[src/rtl/lc3_control.sv]
// lc3_control: hardwired LC-3 microsequencer using the Patt & Patel state numbers.
// This is a Moore FSM. Every datapath control is decoded from the current state
// alone. The one exception is reset: while rst is low, all loads, gates and
// memory strobes are held at 0 and all mux selects read 0.
// Optional feature: define LC3_TRAP_EN to build the TRAP sequence (states 15, 28, 30).
// Without it, TRAP executes as a one-cycle NOP.
// Memory handshake: a memory state (33, 24, 25, 29, 16, 28) keeps mio_en high
// and holds until mem_ready is 1. The access completes on that cycle and the FSM
// moves on at the next edge, so each memory state lasts at least one cycle.
module lc3_control #(
  parameter logic [5:0] RESET_STATE = 6'd18
) (
  input  logic        clk,
  input  logic        rst,
  input  logic [15:0] ir,
  input  logic        ben,
  input  logic        mem_ready,
  output logic        ld_mar,
  output logic        ld_mdr,
  output logic        ld_ir,
  output logic        ld_ben,
  output logic        ld_reg,
  output logic        ld_cc,
  output logic        ld_pc,
  output logic        gate_pc,
  output logic        gate_mdr,
  output logic        gate_alu,
  output logic        gate_marmux,
  output logic [1:0]  pcmux,
  output logic        addr1mux,
  output logic [1:0]  addr2mux,
  output logic        marmux,
  output logic [1:0]  drmux,
  output logic [1:0]  sr1mux,
  output logic [1:0]  aluk,
  output logic        mio_en,
  output logic        r_w,
  output logic [5:0]  state
);

  typedef enum logic [5:0] {
    S_BR       = 6'd0,
    S_ADD      = 6'd1,
    S_LD       = 6'd2,
    S_ST       = 6'd3,
    S_JSR      = 6'd4,
    S_AND      = 6'd5,
    S_LDR      = 6'd6,
    S_STR      = 6'd7,
    S_RTI      = 6'd8,
    S_NOT      = 6'd9,
    S_LDI      = 6'd10,
    S_STI      = 6'd11,
    S_JMP      = 6'd12,
    S_RSV      = 6'd13,
    S_LEA      = 6'd14,
    S_TRAP     = 6'd15,
    S_ST_WR    = 6'd16,
    S_FETCH    = 6'd18,
    S_JSRR     = 6'd20,
    S_JSR_OFF  = 6'd21,
    S_BR_TAKE  = 6'd22,
    S_ST_MDR   = 6'd23,
    S_LDI_RD   = 6'd24,
    S_LD_RD    = 6'd25,
    S_LDI_MAR  = 6'd26,
    S_LD_DR    = 6'd27,
    S_TRAP_RD  = 6'd28,
    S_STI_RD   = 6'd29,
    S_TRAP_PC  = 6'd30,
    S_STI_MAR  = 6'd31,
    S_DECODE   = 6'd32,
    S_FETCH_RD = 6'd33,
    S_IR_LD    = 6'd35
  } state_t;

  state_t state_q;
  state_t state_d;

  // Only the opcode and ir[11] (the JSR/JSRR selector) steer the sequencer.
  logic unused_ir;
  assign unused_ir = ^ir[10:0];

  assign state = state_q;

  // State register. Asserting reset puts the FSM back at the start of fetch at once.
  always_ff @(posedge clk or negedge rst) begin
    if (!rst) state_q <= state_t'(RESET_STATE);
    else      state_q <= state_d;
  end

  // Next-state and per-state control decode. Reset forcing is applied last.
  always_comb begin
    state_d     = S_FETCH;
    ld_mar      = 1'b0;
    ld_mdr      = 1'b0;
    ld_ir       = 1'b0;
    ld_ben      = 1'b0;
    ld_reg      = 1'b0;
    ld_cc       = 1'b0;
    ld_pc       = 1'b0;
    gate_pc     = 1'b0;
    gate_mdr    = 1'b0;
    gate_alu    = 1'b0;
    gate_marmux = 1'b0;
    pcmux       = 2'd0;
    addr1mux    = 1'b0;
    addr2mux    = 2'd0;
    marmux      = 1'b0;
    drmux       = 2'd0;
    sr1mux      = 2'd0;
    aluk        = 2'd0;
    mio_en      = 1'b0;
    r_w         = 1'b0;
    unique case (state_q)
      S_FETCH: begin
        gate_pc = 1'b1; ld_mar = 1'b1; ld_pc = 1'b1; pcmux = 2'd0;
        state_d = S_FETCH_RD;
      end
      S_FETCH_RD: begin
        mio_en = 1'b1; ld_mdr = 1'b1;
        state_d = mem_ready ? S_IR_LD : S_FETCH_RD;
      end
      S_IR_LD: begin
        gate_mdr = 1'b1; ld_ir = 1'b1;
        state_d = S_DECODE;
      end
      S_DECODE: begin
        ld_ben  = 1'b1;
        state_d = state_t'({2'b00, ir[15:12]});
      end
      S_ADD, S_AND, S_NOT: begin
        gate_alu = 1'b1; ld_reg = 1'b1; ld_cc = 1'b1; sr1mux = 2'd1;
        aluk = (state_q == S_ADD) ? 2'd0 : (state_q == S_AND) ? 2'd1 : 2'd2;
        state_d = S_FETCH;
      end
      S_BR: begin
        state_d = ben ? S_BR_TAKE : S_FETCH;
      end
      S_BR_TAKE: begin
        ld_pc = 1'b1; pcmux = 2'd2; addr1mux = 1'b0; addr2mux = 2'd2;
        state_d = S_FETCH;
      end
      S_JMP, S_JSRR: begin
        ld_pc = 1'b1; pcmux = 2'd2; addr1mux = 1'b1; addr2mux = 2'd0; sr1mux = 2'd1;
        state_d = S_FETCH;
      end
      S_JSR: begin
        gate_pc = 1'b1; ld_reg = 1'b1; drmux = 2'd1;
        state_d = ir[11] ? S_JSR_OFF : S_JSRR;
      end
      S_JSR_OFF: begin
        ld_pc = 1'b1; pcmux = 2'd2; addr1mux = 1'b0; addr2mux = 2'd3;
        state_d = S_FETCH;
      end
      // PC-relative address calculations: PC + SEXT(off9).
      S_LD, S_ST, S_LDI, S_STI: begin
        gate_marmux = 1'b1; marmux = 1'b1; ld_mar = 1'b1;
        addr1mux = 1'b0; addr2mux = 2'd2;
        state_d = (state_q == S_LD)  ? S_LD_RD  :
                  (state_q == S_ST)  ? S_ST_MDR :
                  (state_q == S_LDI) ? S_LDI_RD : S_STI_RD;
      end
      // Base-relative address calculations: BaseR + SEXT(off6).
      S_LDR, S_STR: begin
        gate_marmux = 1'b1; marmux = 1'b1; ld_mar = 1'b1;
        addr1mux = 1'b1; addr2mux = 2'd1; sr1mux = 2'd1;
        state_d = (state_q == S_LDR) ? S_LD_RD : S_ST_MDR;
      end
      // LEA writes the effective address to DR and leaves the condition codes alone.
      S_LEA: begin
        gate_marmux = 1'b1; marmux = 1'b1; ld_reg = 1'b1;
        addr1mux = 1'b0; addr2mux = 2'd2;
        state_d = S_FETCH;
      end
      S_LDI_RD: begin
        mio_en = 1'b1; ld_mdr = 1'b1;
        state_d = mem_ready ? S_LDI_MAR : S_LDI_RD;
      end
      S_LDI_MAR: begin
        gate_mdr = 1'b1; ld_mar = 1'b1;
        state_d = S_LD_RD;
      end
      S_LD_RD: begin
        mio_en = 1'b1; ld_mdr = 1'b1;
        state_d = mem_ready ? S_LD_DR : S_LD_RD;
      end
      S_LD_DR: begin
        gate_mdr = 1'b1; ld_reg = 1'b1; ld_cc = 1'b1;
        state_d = S_FETCH;
      end
      S_STI_RD: begin
        mio_en = 1'b1; ld_mdr = 1'b1;
        state_d = mem_ready ? S_STI_MAR : S_STI_RD;
      end
      S_STI_MAR: begin
        gate_mdr = 1'b1; ld_mar = 1'b1;
        state_d = S_ST_MDR;
      end
      S_ST_MDR: begin
        gate_alu = 1'b1; aluk = 2'd3; sr1mux = 2'd0; ld_mdr = 1'b1;
        state_d = S_ST_WR;
      end
      S_ST_WR: begin
        mio_en = 1'b1; r_w = 1'b1;
        state_d = mem_ready ? S_FETCH : S_ST_WR;
      end
`ifdef LC3_TRAP_EN
      S_TRAP: begin
        gate_marmux = 1'b1; marmux = 1'b0; ld_mar = 1'b1;
        state_d = S_TRAP_RD;
      end
      S_TRAP_RD: begin
        mio_en = 1'b1; ld_mdr = 1'b1; gate_pc = 1'b1; ld_reg = 1'b1; drmux = 2'd1;
        state_d = mem_ready ? S_TRAP_PC : S_TRAP_RD;
      end
      S_TRAP_PC: begin
        gate_mdr = 1'b1; ld_pc = 1'b1; pcmux = 2'd1;
        state_d = S_FETCH;
      end
`endif
      // RTI, the reserved opcode, TRAP when disabled, and unused encodings: NOP back to fetch.
      default: begin
        state_d = S_FETCH;
      end
    endcase
    if (!rst) begin
      ld_mar = 1'b0; ld_mdr = 1'b0; ld_ir = 1'b0; ld_ben = 1'b0;
      ld_reg = 1'b0; ld_cc = 1'b0; ld_pc = 1'b0;
      gate_pc = 1'b0; gate_mdr = 1'b0; gate_alu = 1'b0; gate_marmux = 1'b0;
      pcmux = 2'd0; addr1mux = 1'b0; addr2mux = 2'd0; marmux = 1'b0;
      drmux = 2'd0; sr1mux = 2'd0; aluk = 2'd0;
      mio_en = 1'b0; r_w = 1'b0;
    end
  end

endmodule

[config.mk]
export PLATFORM = sky130hd
export DESIGN_NAME = lc3_control
export DESIGN_NICKNAME = d
export VERILOG_FILES = /design/src/rtl/lc3_control.sv
export SDC_FILE = /design/constraint.sdc
export NUM_CORES = 1
export LEC_CHECK = 0
export CAP_MARGIN = 0
export CORE_ASPECT_RATIO = 0.8
export CORE_MARGIN = 2
export CORE_UTILIZATION = 30
export DETAILED_ROUTE_END_ITERATION = 10
export GPL_TIMING_DRIVEN = 0
export PLACE_DENSITY_LB_ADDON = 0.12
export SYNTH_ARGS = -nofsm -noshare
export SYNTH_HDL_FRONTEND = slang
export SYNTH_SLANG_ARGS = --single-unit
[constraint.sdc]
create_clock -name clk -period 1.73 [get_ports clk]
set_input_delay 0.4325 -clock clk [delete_from_list [all_inputs] [get_ports clk]]
set_output_delay 0.4325 -clock clk [all_outputs]
set_load 0.01 [all_outputs]
==> flow_summary.toml, run 1 <==
[sta]
max_freq_mhz = 441.0
fin_skew_ns = 0.007116
setup_slack_ns = -0.5377
finalSetupViolCount = 23
drv_slew = 0
hold_viol_final = 0
min_period_ns = 2.268
grt_setup_unrepaired = "yes"
post-route-period-util_pct = 131.1

[logic_synthesis]
synth_ff_type = "dfrtp_1"
synth.avg_cell_area_sq_um = 6.662
synth_area_sq_um = 1006
synth_seq_cells = 6
ys.warnings.count = 0
synth_edf_count = 0
synth.yosys.seq_area_share_pct = 15.17
synth_cell_type_count = 43
syn-instance-count = 151
ys_async_sr_fraction_pct = 100.0

[detailed_routing]
wl_met1_microns = 2512
antenna_left = 0
drc = 0
via_per_inst = 6.351
top_layer = "met4"
wl_per_cell_microns = 22.19
met2WireLength_microns = 2840
num_vias = 1810
met3_length_microns = 725
wirelength_microns = 6323
drt_iter0_drc = 214
drtPass1Iterations = 4

[power_and_ir_drop]
seqPwrFrac_pct = 7.4
p_int_mw = 2.059
p_sw_mw = 1.908
clockPowerShare_pct = 5.6
p_leak_nw = 1.017
switching_share_pct = 48.09
power.density_nw_per_um2 = 1706
peakVddDrop_mv = 1.042
power_frac_comb_pct = 87.0

[run_status]
violations = "negative setup slack"
outcome = "complete, but fails checks"

[clock_network]
htree_levels = 1
cts_tree = "done"
clockRootBuffer = "clkbuf_8"
clkSlewWorstSetupHoldPaths_ns = 0.04
cts_buffer_depth = 2
clk_latency_ns = 0.23
cts_num_sinks = 6
numCtsBuffers = 3
cts_hold_buffers = 0

[floorplan]
die_h_microns = 55.80
rows = 18
dieArea_sq_um = 3835
start_util_pct = 31.90
ios = 51
core_area_sq_um = 3153
fp.dieW_microns = 68.74

[place]
dp_hpwl_microns = 3124
globalplace.congestion = 0.9718
port_buffers = 36
pre_cts_slack_ns = -1.328

[critical_path]
regToRegStartpoint = "state[2]"
worstPathRequired_ns = 1.30
worst_ep_arrival_time_ns = 1.84
path_class = "flip-flop to output pin"
crit_fanout = 6
reg2reg_depth = 10
start_kind = "flip-flop"
r2r-end = "state[3]"
end_kind = "output pin"
r2r_slack_ns = -0.12

[grt]
grt_usage_pct = 29.27
grt_max_degree = 11
grt_pass1_wl_microns = 8521
antenna_found_initial = 0
grt_pass1_vias = 1634
overflow = 0

[cells_and_area]
drive_gt1_share_pct = 64.90
insertedDiodeCount = 0
largest_reg_flops = 6
layout.nets = 267
fin_util_pct = 73.73
syn2layout_area_growth_pct = 131.1

[hold_path]
min_path_type = "primary input to async pin"

[flow_run]
drv_cap = 0
==> final cells by class <==
| type | count | area, sq um |
|---|---|---|
| well taps | 40 | 50.05 |
| plain buffers | 17 | 225.2 |
| repair buffers | 89 | 738.2 |
| multi-input cells | 124 | 1070 |
| flip-flops and latches | 6 | 153.9 |
| inverters | 6 | 46.29 |
| clock buffers | 3 | 41.29 |
| fillers | 214 | 828.3 |
==> synthesized netlist by cell type, types with 3 or more instances <==
| cell | instances | share of area, % |
|---|---|---|
| o22ai_1 | 6 | 3.7 |
| buf_4 | 5 | 3.7 |
| nand2_1 | 11 | 4.1 |
| o21ai_0 | 3 | 1.5 |
| nand2b_1 | 5 | 3.1 |
| and3_1 | 5 | 3.1 |
| a21oi_1 | 13 | 6.5 |
| nor3_1 | 7 | 3.5 |
| buf_2 | 10 | 5.0 |
| nand3_1 | 3 | 1.5 |
| dfrtp_1 | 4 | 10 |
| a31oi_1 | 5 | 3.1 |
| o211ai_1 | 3 | 2.2 |
| nand4_1 | 3 | 1.9 |
| nor2_1 | 16 | 6.0 |
| nor2b_1 | 9 | 5.6 |
| inv_1 | 4 | 1.5 |
| nor4_1 | 5 | 3.1 |
==> cell families after synthesis <==
| family | synth area share [%] |
|---|---|
| xor gates and xnor gates | 0.8708 |
| muxes | 2.114 |
| DFF | 15.17 |
| other | 0.3728 |
| and+or+nand+nor | 42.16 |
| AOI/OAI and AO/OA | 26.87 |
| buffers and inverters | 12.44 |
==> worst max path at each step <==
stage                     startpoint  endpoint  slack [ns]
after global placement           rst    ld_reg       -1.31
after global routing        state[1]     ld_cc       -0.57
after floorplan             state[3]    mio_en       -0.09
after CTS                   state[3]    mio_en       -0.46
final                       state[1]     ld_cc       -0.54
after detailed placement         rst    ld_reg       -1.33
==> routing by layer <==
layer / global-route usage [%] / up-vias
li1: - / 753
met1: 42.84 / 856
met2: 44.64 / 166
met3: 3.239 / 35
met4: 8.403 / 0
met5: 0 / -
==> timing repair <==
action                                  CTS  global route
endpoints found under the setup margin   25            25
resized for setup                       177            38
setup buffers                            34            21
cloned                                    1             2
pin swaps                                23            17
==> through the flow <==
stage / TNS (ns) / hold slack (ns) / power (mW) / std cells / instance area [sq um]
after detailed placement: -24.48 / 0.7161 / 2.011 / 229 / 1493
after floorplan: -0.2881 / 0.1369 / 1.417 / 153 / 1082
after global routing: -9.379 / 0.05006 / 4.113 / 285 / 2325
final: -8.004 / 0.04930 / 3.967 / 285 / 2325
after global placement: -23.86 / 0.7099 / 2.019 / 229 / 1493
after CTS: -6.473 / 0.1511 / 3.181 / 267 / 2018
==> cells in the final DEF (no fill, tap or decap), types with 3 or more instances in the layout <==
| cell | Yosys | final |
|---|---|---|
| buf_8 | 0 | 4 |
| nor2_2 | 0 | 5 |
| nor2_4 | 0 | 5 |
| o211ai_1 | 3 | 3 |
| nand4_1 | 3 | 3 |
| nor4_4 | 0 | 3 |
| and3_1 | 5 | 4 |
| dfrtp_1 | 4 | 3 |
| nand2b_1 | 5 | 3 |
| conb_1 | 1 | 3 |
| o22ai_2 | 0 | 4 |
| a31oi_1 | 5 | 4 |
| clkdlybuf4s50_1 | 0 | 10 |
| clkbuf_8 | 0 | 4 |
| a21oi_1 | 13 | 9 |
| nand2_1 | 11 | 6 |
| a21oi_2 | 0 | 3 |
| nor3_1 | 7 | 4 |
| buf_12 | 0 | 5 |
| nor2_1 | 16 | 6 |
| buf_2 | 10 | 22 |
| buf_6 | 1 | 17 |
| nor2b_4 | 0 | 6 |
| nand3_1 | 3 | 3 |
| buf_4 | 5 | 42 |
==> power by group through the flow <==
| stage | clock network [mW] | logic (mW) | registers [mW] |
|---|---|---|---|
| finish | 0.221 | 3.45 | 0.293 |
| global route | 0.239 | 3.58 | 0.298 |
| CTS | 0.214 | 2.68 | 0.283 |
| detailed placement | 0 | 1.70 | 0.307 |
| global placement | 0 | 1.71 | 0.307 |
| floorplan | 0 | 1.11 | 0.304 |
==> critical path, stage by stage (launching register included) <==
cell and delay, ns:
dfstp_2 0.58, buf_12 0.13, clkinvlp_4 0.14, buf_6 0.16, nor3_4 0.14, a21oi_1 0.10, nor3_2 0.19, buf_2 0.16
No activity file was read; power rests on OpenSTA's default activity.
==> run 2, diff against run 1 <==
- SKIP_LAST_GASP: default -> 1
==> flow_summary.toml, run 2 (synthesis gave the netlist of run 1 again) <==
[floorplan]
die_h_microns = 55.80
dieArea_sq_um = 3835
core_area_sq_um = 3153
start_util_pct = 31.90
rows = 18
fp.dieW_microns = 68.74
ios = 51

[sta]
finalSetupViolCount = 23
drv_slew = 0
hold_viol_final = 0
post-route-period-util_pct = 132.1
max_freq_mhz = 437.4
setup_slack_ns = -0.5560
fin_skew_ns = 0.001538
grt_setup_unrepaired = "yes"
min_period_ns = 2.286

[detailed_routing]
via_per_inst = 6.017
num_vias = 1721
wl_per_cell_microns = 20.45
drtPass1Iterations = 4
antenna_left = 0
wirelength_microns = 5850
drc = 0
drt_iter0_drc = 192

[run_status]
violations = "negative setup slack"
outcome = "complete, but fails checks"

[cells_and_area]
insertedDiodeCount = 0
mostFrequentLayoutCells = "48 x buf_4, 22 x buf_2, 15 x buf_6, 10 x clkdlybuf4s50_1"
drive_gt1_share_pct = 64.23
nFillCells = 226
syn2layout_area_growth_pct = 121.5
seq_area_sq_um = 153.9
largest_reg_flops = 6
mostFrequentLayoutCell = "buf_4"
multi_input_area_sq_um = 1022
layout.nets = 268
fin_util_pct = 70.67

[clock_network]
htree_levels = 1
cts_buffer_depth = 2
cts_hold_buffers = 0
clockRootBuffer = "clkbuf_8"
clk_latency_ns = 0.22
clkSlewWorstSetupHoldPaths_ns = 0.04
cts_num_sinks = 6
numCtsBuffers = 3
cts_tree = "done"

[grt]
grt_usage_pct = 27.97
grt_pass1_wl_microns = 8121
grt_pass1_vias = 1656
antenna_found_initial = 0
overflow = 0
grt_max_degree = 11

[place]
port_buffers = 36
globalplace.congestion = 0.9718
pre_cts_slack_ns = -1.328
dp_hpwl_microns = 3124

[critical_path]
path_class = "flip-flop to output pin"
start_kind = "flip-flop"
worst_ep_arrival_time_ns = 1.85
end_kind = "output pin"
crit_fanout = 6
worstPathRequired_ns = 1.30

[power_and_ir_drop]
p_leak_nw = 0.9894
power.density_nw_per_um2 = 1707
p_int_mw = 2.001
power_frac_comb_pct = 87.0
peakVddDrop_mv = 0.9977
p_sw_mw = 1.803
seqPwrFrac_pct = 7.5
switching_share_pct = 47.40
clockPowerShare_pct = 5.5

[hold_path]
min_path_type = "primary input to async pin"

[flow_run]
drv_cap = 0
run 2: cell types whose count changed in the layout (fill, tap and decap cells not counted), sizes merged:
cell | previous run | this run
buf | 90 | 92
clkbuf | 7 | 5
clkinv | 2 | 1
clkdlybuf4s15 | 0 | 1
inv | 2 | 3
run 2: worst paths after layout:
path / start / cells after the start / slack [ns] / to
min reg2reg: state[5] / 2 / 0.69 / state[2]
max: state[1] / 7 / -0.56 / ld_reg
min: rst / 1 / 0.05 / state[2]
max reg2reg: state[4] / 10 / -0.20 / state[3]
max in group asynchronous: rst / 1 / 1.44 / state[4]
min in group clk: state[5] / 2 / 0.69 / state[2]
run 2: cell type report:
class,instances,area share [%]
Buffer,17,9.377
Tap cell,40,2.246
Timing Repair Buffer,90,31.61
Inverter,6,2.134
Multi-Input combinational cell,124,45.87
Sequential cell,6,6.906
Clock buffer,3,1.853
run 2: metrics by stage:
stage / cell area [sq um] / hold slack [ns] / total power [mW] / instances / TNS, ns
floorplan: 1082 / 0.1369 / 1.417 / 153 / -0.2881
global route: 2228 / 0.05540 / 3.977 / 286 / -9.769
finish: 2228 / 0.04949 / 3.804 / 286 / -8.135
global placement: 1493 / 0.7099 / 2.019 / 229 / -23.86
CTS: 2008 / 0.1469 / 3.114 / 267 / -7.223
detailed placement: 1493 / 0.7161 / 2.011 / 229 / -24.48
run 2: power by group through the flow:
stage          clock [mW]  combinational (mW)  sequential (mW)
4_1_cts             0.214                2.62            0.283
3_5_place_dp            0                1.70            0.307
6_report            0.211                3.31            0.285
2_1_floorplan           0                1.11            0.304
3_3_place_gp            0                1.71            0.307
5_1_grt             0.226                3.46            0.290
run 2: worst max-delay path, cell delays in order (launching register included):
cell	delay, ns
dfstp_2	0.57
buf_12	0.12
clkinvlp_4	0.13
buf_6	0.16
nor3_4	0.14
a32oi_1	0.11
o22ai_1	0.22
buf_2	0.18
run 2: repair_timing:
action / CTS / global route
gates cloned: 1 / 1
endpoints found under the hold margin: 0 / 0
setup buffers: 34 / 19
pin swaps: 20 / 21
resized for setup: 160 / 41
setup endpoints to repair: 25 / 26
run 2: metal layers:
metal,vias to the layer above,part of all wire [%],global-route usage [%],wire [microns]
met5,-,0,0,0
met4,0,4.5,10.92,266
met3,27,10,5.466,612
met2,141,46,41.90,2665
met1,805,39,38.89,2304
li1,748,-,-,-
